===== src/rtl/led_pkg.sv =====
// Shared constants, level type and saturating level arithmetic for the LED fade driver.
package led_pkg;

   localparam int N_LED    = 4;
   localparam int PWM_BITS = 4;
   localparam int MAX      = (1 << PWM_BITS) - 1;

   localparam logic [N_LED-1:0] LED_ALL_OFF = '1;

   typedef logic [PWM_BITS-1:0] level_t;
   typedef logic [PWM_BITS:0]   level_wide_t;

   localparam level_wide_t MAX_W = level_wide_t'(MAX);

   function automatic level_t sat_add(input level_t a, input level_t b);
      level_wide_t s;
      s = {1'b0, a} + {1'b0, b};
      if (s > MAX_W)
         return level_t'(MAX);
      return s[PWM_BITS-1:0];
   endfunction

   // A borrow out of the extra bit means the result went negative.
   function automatic level_t sat_sub(input level_t a, input level_t b);
      level_wide_t d;
      d = {1'b0, a} - {1'b0, b};
      if (d[PWM_BITS])
         return '0;
      return d[PWM_BITS-1:0];
   endfunction

endpackage


===== src/rtl/led_fade_driver_if.sv =====
// Pattern-in / LED-out signal bundle of the LED fade driver.
interface led_fade_driver_if;
   import led_pkg::*;

   logic                      en;
   logic [N_LED-1:0]          pattern_n;
   logic [N_LED-1:0]          led_n;
   logic [N_LED*PWM_BITS-1:0] level;
   logic                      period_tick;

   modport master (
      output en,
      output pattern_n,
      input  led_n,
      input  level,
      input  period_tick
   );

   modport slave (
      input  en,
      input  pattern_n,
      output led_n,
      output level,
      output period_tick
   );
endinterface


===== src/rtl/led_fade_channel.sv =====
// One LED channel: brightness level register with saturating ramp and registered PWM compare.
module led_fade_channel
   import led_pkg::*;
#(
   parameter int ATTACK = 15,
   parameter int DECAY  = 3
) (
   input  logic   clk,
   input  logic   rst_n,
   input  logic   i_en,
   input  logic   i_ramp_tick,
   input  logic   i_sync_n,
   input  level_t i_pwm_cnt,
   output level_t o_level,
   output logic   o_led_n
);

   localparam level_t ATTACK_L = level_t'(ATTACK);
   localparam level_t DECAY_L  = level_t'(DECAY);

   level_t r_level;
   level_t w_level_next;
   logic   r_led_n;
   logic   w_led_n_next;

   always_comb begin
      w_level_next = r_level;
      w_led_n_next = 1'b1;
      if (!i_en) begin
         w_level_next = '0;
      end else begin
         // Compare uses the level of the current period; new level lands at the boundary.
         w_led_n_next = ~(r_level > i_pwm_cnt);
         if (i_ramp_tick)
            w_level_next = i_sync_n ? sat_sub(r_level, DECAY_L)
                                    : sat_add(r_level, ATTACK_L);
      end
   end

   always_ff @(posedge clk or negedge rst_n) begin
      if (!rst_n) begin
         r_level <= '0;
         r_led_n <= 1'b1;
      end else begin
         r_level <= w_level_next;
         r_led_n <= w_led_n_next;
      end
   end

   assign o_level = r_level;
   assign o_led_n = r_led_n;

endmodule


===== src/rtl/led_fade_driver.sv =====
// LED fade driver top: pattern synchroniser, PWM/period counters and the per-channel fade stages.
module led_fade_driver
   import led_pkg::*;
#(
   parameter int RAMP_DIV = 4,
   parameter int ATTACK   = 15,
   parameter int DECAY    = 3
) (
   input logic              clk,
   input logic              rst_n,
   led_fade_driver_if.slave bus
);

   localparam int PER_W = (RAMP_DIV > 1) ? $clog2(RAMP_DIV) : 1;

   localparam level_t            PWM_LAST = level_t'(MAX - 1);
   localparam logic [PER_W-1:0]  PER_LAST = PER_W'(RAMP_DIV - 1);

   logic [N_LED-1:0] r_sync1;
   logic [N_LED-1:0] r_sync2;
   level_t           r_pwm_cnt;
   logic [PER_W-1:0] r_per_cnt;
   logic             r_period_tick;
   logic             w_pwm_last;
   logic             w_ramp_tick;
   logic [N_LED-1:0] w_led_n;

   // The synchroniser ignores en so a freshly enabled block sees a settled pattern.
   always_ff @(posedge clk or negedge rst_n) begin
      if (!rst_n) begin
         r_sync1 <= LED_ALL_OFF;
         r_sync2 <= LED_ALL_OFF;
      end else begin
         r_sync1 <= bus.pattern_n;
         r_sync2 <= r_sync1;
      end
   end

   assign w_pwm_last  = (r_pwm_cnt == PWM_LAST);
   assign w_ramp_tick = bus.en && w_pwm_last && (r_per_cnt == PER_LAST);

   always_ff @(posedge clk or negedge rst_n) begin
      if (!rst_n) begin
         r_pwm_cnt     <= '0;
         r_per_cnt     <= '0;
         r_period_tick <= 1'b0;
      end else if (!bus.en) begin
         r_pwm_cnt     <= '0;
         r_per_cnt     <= '0;
         r_period_tick <= 1'b0;
      end else begin
         r_period_tick <= w_pwm_last;
         if (w_pwm_last) begin
            r_pwm_cnt <= '0;
            r_per_cnt <= (r_per_cnt == PER_LAST) ? '0 : r_per_cnt + 1'b1;
         end else begin
            r_pwm_cnt <= r_pwm_cnt + 1'b1;
         end
      end
   end

   generate
      for (genvar gi = 0; gi < N_LED; gi++) begin : g_chan
         led_fade_channel #(
            .ATTACK (ATTACK),
            .DECAY  (DECAY)
         ) u_chan (
            .clk         (clk),
            .rst_n       (rst_n),
            .i_en        (bus.en),
            .i_ramp_tick (w_ramp_tick),
            .i_sync_n    (r_sync2[gi]),
            .i_pwm_cnt   (r_pwm_cnt),
            .o_level     (bus.level[gi*PWM_BITS +: PWM_BITS]),
            .o_led_n     (w_led_n[gi])
         );
      end
   endgenerate

   assign bus.led_n       = w_led_n;
   assign bus.period_tick = r_period_tick;

endmodule

===== src/flat_wrapper.sv =====
// flat-port wrapper written by rule: the top's interface ports become plain ports
module led_fade_driver_flat import led_pkg::*;
#(
   parameter int RAMP_DIV = 4,
   parameter int ATTACK   = 15,
   parameter int DECAY    = 3
)
  (clk, rst_n, bus_en, bus_pattern_n, bus_led_n, bus_level, bus_period_tick);
  led_fade_driver_if bus_i ();
  input logic clk;
  input logic rst_n;
  input wire logic [$bits(bus_i.en)-1:0] bus_en;
  input wire logic [$bits(bus_i.pattern_n)-1:0] bus_pattern_n;
  output wire logic [$bits(bus_i.led_n)-1:0] bus_led_n;
  output wire logic [$bits(bus_i.level)-1:0] bus_level;
  output wire logic [$bits(bus_i.period_tick)-1:0] bus_period_tick;
  assign bus_i.en = bus_en;
  assign bus_i.pattern_n = bus_pattern_n;
  assign bus_led_n = bus_i.led_n;
  assign bus_level = bus_i.level;
  assign bus_period_tick = bus_i.period_tick;
  led_fade_driver #(.RAMP_DIV(RAMP_DIV), .ATTACK(ATTACK), .DECAY(DECAY)) u_core (.clk(clk), .rst_n(rst_n), .bus(bus_i));
endmodule

===== config.mk =====
export PLATFORM = sky130hd
export DESIGN_NAME = led_fade_driver_flat
export DESIGN_NICKNAME = d
export VERILOG_FILES = /design/src/rtl/led_pkg.sv /design/src/rtl/led_fade_driver_if.sv /design/src/rtl/led_fade_channel.sv /design/src/rtl/led_fade_driver.sv /design/src/flat_wrapper.sv
export SDC_FILE = /design/constraint.sdc
export NUM_CORES = 1
export LEC_CHECK = 0
export BUFFER_PORTS_ARGS = -buffer_cell sky130_fd_sc_hd__buf_4
export CORE_MARGIN = 4
export CORE_UTILIZATION = 45
export CTS_BUF_LIST = sky130_fd_sc_hd__clkbuf_2
export CTS_CLUSTER_DIAMETER = 150
export DETAILED_ROUTE_END_ITERATION = 12
export GPL_TIMING_DRIVEN = 1
export SLEW_MARGIN = 15
export SYNTH_ARGS = -nofsm -noshare
export SYNTH_HDL_FRONTEND = slang
export SYNTH_SLANG_ARGS = --single-unit

===== constraint.sdc =====
create_clock -name clk -period 1.7 [get_ports clk]
set_input_delay 0.34 -clock clk [delete_from_list [all_inputs] [get_ports clk]]
set_output_delay 0.34 -clock clk [all_outputs]
set_load 0.01 [all_outputs]

==> reports/metrics.csv, run 1 <==
stage;metric;value;unit
clock_tree;cts_root_buf;clkbuf_2;
yosys;async_reset_ff_share;100.0;%
yosys;synth_compound_area_share;20.57;%
clock_tree;cts_buffer_depth;2;
detailed_routing;drt_pass1_iterations;4;
power;powerDensity;596.6;nW/µm²
yosys;synth_top_family_by_area;compound AO/OA/AOI/OAI gates;
detailed_routing;ant_nets;0;
finish;drive_above_1_share;22.26;%
finish;area_growth;18.44;%
clock_tree;cts_tree;done;
yosys;synthAdderAreaFrac;17.38;%
yosys;synthFlopType;dfrtp_1;
floorplan;die_h;78.43;µm
yosys;postSynthAreaPerCell;9.498;µm²
critical_path;arrival;1.86;ns
detailed_routing;drt_iter0_markers;52;
yosys;synth-seq-cells;35;
status;status;finished, final reports clean;
critical_path;cp_max_fo;4;
critical_path;startpoint_type;register;
finish;nets;311;
timing;finalHoldViolCount;0;
grt;antenna_found_initial;0;
grt;grtUsageTotal;15.68;%
detailed_routing;post-route-drc-count;0;
grt;first_global_vias;1603;
yosys;synth_xor_area_share;0.3924;%
finish;layoutNonFillerInstCount;341;
detailed_routing;wl_met2;2015;µm
place;place_area;2514;µm²
floorplan;die_w;78.43;µm
floorplan;dieArea;6151;µm²
yosys;synth_nets;273;
job;maxCapViolCount;0;
critical_path;required;2.00;ns
floorplan;rows;25;
yosys;synth-simple-area-share;14.35;%
critical_path;crit_start;u_core.g_chan[3].u_chan.o_level[0];
detailed_routing;vias;1794;
power;report.power.total;0.001577;W
yosys;syn_inst;235;
timing;setup_viol;0;
timing;fin_setup_tns;0;ns
timing;worst_slew_pin_slew;0.4495;ns
yosys;seq_area_frac_synth;39.91;%
finish;final_cell_area;2644;µm²
timing;fin_crit_sh;91.84;%
clock_tree;insertion_delay;0.38;ns
grt;grt_pass1_wl;7555;µm
place;pre_cts_slack;0.06802;ns
place;io_buffers;27;
finish;diodes;0;
yosys;ys_warn_count;0;
detailed_routing;avgViaCountPerCell;5.261;
power;ir_drop;270.1;µV
clock_tree;cts_made_buffers;5;
grt;grt_max_degree;36;
floorplan;core_area;4755;µm²
timing;rsz0062_at_grt;no;
hold_path;worstHoldStart;bus_en;
timing;clock_skew;0.01512;ns
timing;period_needed;1.561;ns
yosys;synth_edf_count;0;
timing;slew_headroom;70.03;%
critical_path;endpoint_kind;register;
detailed_routing;wl_met1;2222;µm
finish;fillCellCount;457;
floorplan;initial_core_util;46.95;%
critical_path;path_class;reg2reg;
timing;slew_violations;0;
yosys;syn_area;2232;µm²
power;leakage;1.243;nW
place;dp_cells;327;
critical_path;timing.rr.start;u_core.g_chan[3].u_chan.o_level[0];
floorplan;io_pins;28;
place;gp_congestion;0.8150;
detailed_routing;wl;4561;µm
hold_path;worst_hold_path_type;in2reg;
finish;multiInputGateArea;1194;µm²
place;dpl.hpwl;3117;µm
detailed_routing;top_layer;met4;
clock_tree;cts.sinks;35;
detailed_routing;wl_per_cell;13.38;µm
finish;regArea;892.1;µm²
yosys;yosysUniqueCellTypes;36;
timing;max_clock_freq;640.5;MHz
detailed_routing;met3_length;252;µm
timing;worst_slack;0.1387;ns
clock_tree;cts-htree-levels;2;
grt;overflow;0;
clock_tree;clkSlewWorstSetupHoldPaths;0.19;ns
yosys;synthMuxAreaShare;0.4484;%
## sequential cells by signal, indices dropped and copies added, names as in the netlist
register,flops
u_core.g_chan.u_chan.o_level,16
u_core.g_chan.u_chan.o_led_n,4
u_core.r_pwm_cnt,4
u_core.r_sync1,4
u_core.r_sync2,4
u_core.r_per_cnt,2
u_core.bus.period_tick,1
## Yosys cell counts (2+ instances only)
| cell | number | area share (%) |
|---|---|---|
| a211o_1 | 2 | 0.78 |
| clkbuf_1 | 3 | 0.50 |
| ha_1 | 31 | 17 |
| o21ai_0 | 14 | 3.1 |
| nor2_1 | 8 | 1.3 |
| inv_1 | 24 | 4.0 |
| a31oi_1 | 3 | 0.84 |
| nand3_1 | 14 | 3.1 |
| nand2_1 | 23 | 3.9 |
| nand2b_1 | 4 | 1.1 |
| nand4_1 | 3 | 0.84 |
| a21oi_1 | 15 | 3.4 |
| a21boi_2 | 2 | 1.0 |
| a21boi_0 | 10 | 3.4 |
| dfrtp_1 | 23 | 26 |
| o211ai_1 | 4 | 1.3 |
| o2111ai_1 | 3 | 1.2 |
| dfstp_2 | 12 | 14 |
| o31ai_1 | 7 | 2.4 |
| nor2b_1 | 3 | 0.84 |
| nor3b_1 | 2 | 0.67 |
| buf_4 | 5 | 1.7 |
| and2_1 | 5 | 1.4 |
| a221o_1 | 3 | 1.3 |
## critical path, cell delays in order, from the launching register on
cell	delay [ns]
dfrtp_1	0.42
inv_1	0.13
ha_2	0.21
nor3b_1	0.19
o21ai_0	0.11
a211o_1	0.30
o211a_1	0.12
## area by class of cell
class                   instances  share of cell area, %
multi-input cells             166                  45.15
flip-flops and latches         35                  33.74
repair buffers                 41                  12.12
inverters                      24                  3.407
well taps                      67                  3.171
clock inverters                 3                  1.467
clock buffers                   5                 0.9465
## kinds of logic after synthesis
| family | count (synthesis) |
|---|---|
| xor gates and xnor gates | 1 |
| muxes | 1 |
| and+or+nand+nor | 65 |
| adders and majority gates | 31 |
| buffers and inverters | 34 |
| AOI/OAI and AO/OA | 68 |
| DFF | 35 |
## power by group
part	internal (W)	total, W	leakage, nW	switching [W]
Clock	0.000242	0.000524	0.0404	0.000282
Combinational	0.0000739	0.000167	0.759	0.0000932
Sequential	0.000871	0.000886	0.444	0.0000152
## through the flow
| stage | util [%] | hold WS [ns] |
|---|---|---|
| 6_report | 55.61 | 0.2991 |
| 5_1_grt | 55.61 | 0.2678 |
| 4_1_cts | 54.42 | 0.0007476 |
| 3_5_place_dp | 52.87 | 0.3281 |
| 3_3_place_gp | 52.87 | 0.3269 |
| 2_1_floorplan | - | 0.04441 |
## cell usage in the layout, fill, tap and decap left out, drive strengths merged
cell          n
xnor2         1
bufinv        1
nor2          8
o211ai        4
nand3b        1
clkbuf        5
o211a         1
mux2i         1
o31ai         7
and3          1
o22ai         1
a221o         3
nor3b         2
nand3        14
o41ai         1
clkinv        2
buf          36
a21boi       12
nor2b         3
nand4         3
a211oi        1
a21oi        15
ha           31
o221ai        1
inv          24
dfrtp        23
o21ai        14
o2111ai       3
and2          5
a211o         2
nand2        24
nand2b        4
a31oi         3
dfstp        12
dlygate4sd3   5
## per-layer routing
metal  vias up  track usage [%]
met5         -                0
met4         0            6.119
met3         6            4.817
met2        46            24.32
met1       837            20.46
li1        905                -
## what timing repair did
| item | in CTS | in global routing |
|---|---|---|
| hold buffers | 1 | 4 |
| resized for setup | 0 | 3 |
| endpoints found under the hold margin | 23 | 4 |
| setup buffers | 0 | 1 |
| setup endpoints to repair | 0 | 7 |
## final timing paths
path / slack, ns / depth (start not counted) / endpoint
setup / recovery: 0.14 / 6 / u_core.g_chan[3].u_chan.o_level[3]
hold / removal: 0.30 / 2 / u_core.g_chan[3].u_chan.o_led_n
setup reg to reg: 0.14 / 6 / u_core.g_chan[3].u_chan.o_level[3]
hold reg to reg: 0.37 / 0 / u_core.r_sync2[1]
max in group asynchronous: 0.93 / 2 / u_core.r_sync2[0]
min in group asynchronous: 0.42 / 2 / u_core.g_chan[3].u_chan.o_level[3]
No activity file was read; power rests on OpenSTA's default activity.
==> inputs of run 2 (changes only) <==
PLACE_DENSITY = 0.73   (was default)
==> run 2 against run 1 <==
Net effect:
- die area unchanged
- combinational power fell by 4%
- wire length fell by 3.0%
- sequential cell count is the same
- cell area fell by 2.8%
- worst hold slack worse by 0.25 ns
- clock-buffer cell count rose by 1
- setup slack lost 0.00071 ns
- critical path depth rose by 1
- core utilization fell by 1.6 points
- via count grew 0.61%
- critical endpoint is now u_core.g_chan[0].u_chan.o_level[3]
- largest power group unchanged
==> reports/metrics.csv, run 2 (synthesized netlist as in run 1, its figures left out) <==
stage;metric;value;unit
power;ir_drop;325.4;µV
detailed_routing;wl;4424;µm
critical_path;cp_slowest_stage_delay;0.39;ns
floorplan;die_h;78.43;µm
critical_path;endpoint_kind;register;
finish;layout_common_cells;buf_4 (34), ha_1 (31), inv_1 (24);
place;dpl.hpwl;3110;µm
critical_path;rrSetupSlack;0.14;ns
critical_path;arrival;1.83;ns
floorplan;initial_core_util;46.95;%
timing;slew_headroom;70.06;%
critical_path;cp_num_cells;7;
critical_path;r2r-end;u_core.g_chan[0].u_chan.o_level[3];
place;pre_cts_slack;0.06178;ns
clock_tree;cts_root_buf;clkbuf_2;
timing;finalHoldViolCount;0;
clock_tree;cts.sinks;35;
finish;largest_reg_flops;16;
critical_path;r2r_cells;7;
clock_tree;cts-htree-levels;2;
timing;fin_crit_sh;91.88;%
timing;whs;0.04845;ns
clock_tree;insertion_delay;0.38;ns
grt;overflow;0;
timing;setup_viol;0;
critical_path;cp_cell_sequence;inv_1 -> ha_1 -> and3_4 -> and2_2 -> buf_4 -> o211ai_1 -> a31oi_1;
critical_path;crit_start;u_core.r_pwm_cnt[0];
finish;fillCellCount;466;
critical_path;cp_max_fo;6;
clock_tree;cts_made_buffers;5;
detailed_routing;drt_pass1_iterations;5;
critical_path;path_class;reg2reg;
finish;nets;306;
critical_path;cp_top_family;simple AND/OR/NAND/NOR gates;
finish;layoutNonFillerInstCount;336;
grt;first_global_vias;1708;
finish;area_growth;15.13;%
timing;clock_skew;0.01681;ns
detailed_routing;avgViaCountPerCell;5.372;
floorplan;rows;25;
finish;mostFrequentLayoutCell;buf_4;
timing;rsz0062_at_grt;no;
clock_tree;cts_tree;done;
detailed_routing;ant_nets;0;
status;status;finished, final reports clean;
finish;drive_above_1_share;21.19;%
place;io_buffers;27;
timing;worst_slack;0.1380;ns
place;gp_congestion;0.8130;
power;powerDensity;555.3;nW/µm²
floorplan;core_area;4755;µm²
critical_path;cp_slowest_cell;dfrtp_1;
critical_path;cp_num_buf_inv;2;
timing;fin_setup_tns;0;ns
detailed_routing;vias;1805;
grt;grtUsageTotal;15.67;%
place;dp_cells;326;
floorplan;die_w;78.43;µm
critical_path;crit_end;u_core.g_chan[0].u_chan.o_level[3];
job;maxCapViolCount;0;
detailed_routing;post-route-drc-count;0;
power;leakage;1.212;nW
timing;max_clock_freq;640.2;MHz
grt;antenna_found_initial;0;
grt;grt_pass1_wl;7755;µm
timing;slew_violations;0;
floorplan;io_pins;28;
timing;worst_slew_pin_slew;0.4492;ns
critical_path;startpoint_type;register;
floorplan;dieArea;6151;µm²
clock_tree;clkSlewWorstSetupHoldPaths;0.19;ns
critical_path;timing.rr.start;u_core.r_pwm_cnt[0];
hold_path;worst_hold_path_type;in2reg;
clock_tree;cts_buffer_depth;2;
grt;grt_max_degree;36;
critical_path;required;1.97;ns
finish;diodes;0;
detailed_routing;drt_iter0_markers;124;
detailed_routing;wl_per_cell;13.17;µm
timing;period_needed;1.562;ns
## run 2: worst min-delay path by stage
stage / from / to / slack, ns / depth (start not counted)
CTS: bus_pattern_n[2] / u_core.r_sync1[2] / 0.01 / 1
detailed placement: rst_n / u_core.g_chan[0].u_chan.o_level[3] / 0.33 / 1
global route: bus_pattern_n[0] / u_core.r_sync1[0] / 0.003 / 1
floorplan: rst_n / u_core.bus.period_tick / 0.04 / 0
finish: bus_pattern_n[1] / u_core.r_sync1[1] / 0.05 / 1
global placement: rst_n / u_core.g_chan[0].u_chan.o_level[0] / 0.32 / 1
## run 2: cell type report
| type | count | area (µm²) | area share, % |
|---|---|---|---|
| inverters | 24 | 90.09 | 3.505 |
| repair buffers | 36 | 275.3 | 10.71 |
| clock inverters | 2 | 7.507 | 0.2921 |
| clock buffers | 6 | 30.03 | 1.168 |
| multi-input cells | 166 | 1192 | 46.40 |
| flip-flops and latches | 35 | 890.9 | 34.66 |
| well taps | 67 | 83.83 | 3.262 |
## run 2: repair_timing
action                                  CTS  global route
buffers inserted                          0             0
resized for setup                         0             4
endpoints found under the setup margin    0            11
hold endpoints to repair                 23             1
hold buffers                              1             1
## run 2: per-layer routing
metal / track usage, % / vias up / share of wire, % / wire, µm
met5: 0 / - / 0 / 0
met2: 25.51 / 47 / 46 / 2032
met3: 3.211 / 9 / 4.9 / 218
met4: 5.769 / 0 / 1.5 / 65
li1: - / 893 / - / -
met1: 20.58 / 856 / 48 / 2107
## run 2: where the power goes
group          switching [W]  leakage, nW  internal, W
Clock               0.000280       0.0281    0.0000991
Sequential         0.0000158        0.445     0.000871
Combinational      0.0000918        0.739    0.0000695
Total               0.000388         1.21      0.00104
## run 2: stage by stage
step           area (µm²)  total power [W]  utilization [%]
4_1_cts              2554         0.001448            53.71
3_3_place_gp         2506         0.001056            52.71
6_report             2570         0.001427            54.05
2_1_floorplan        2232         0.001001                -
3_5_place_dp         2506         0.001062            52.71
5_1_grt              2570         0.001505            54.05
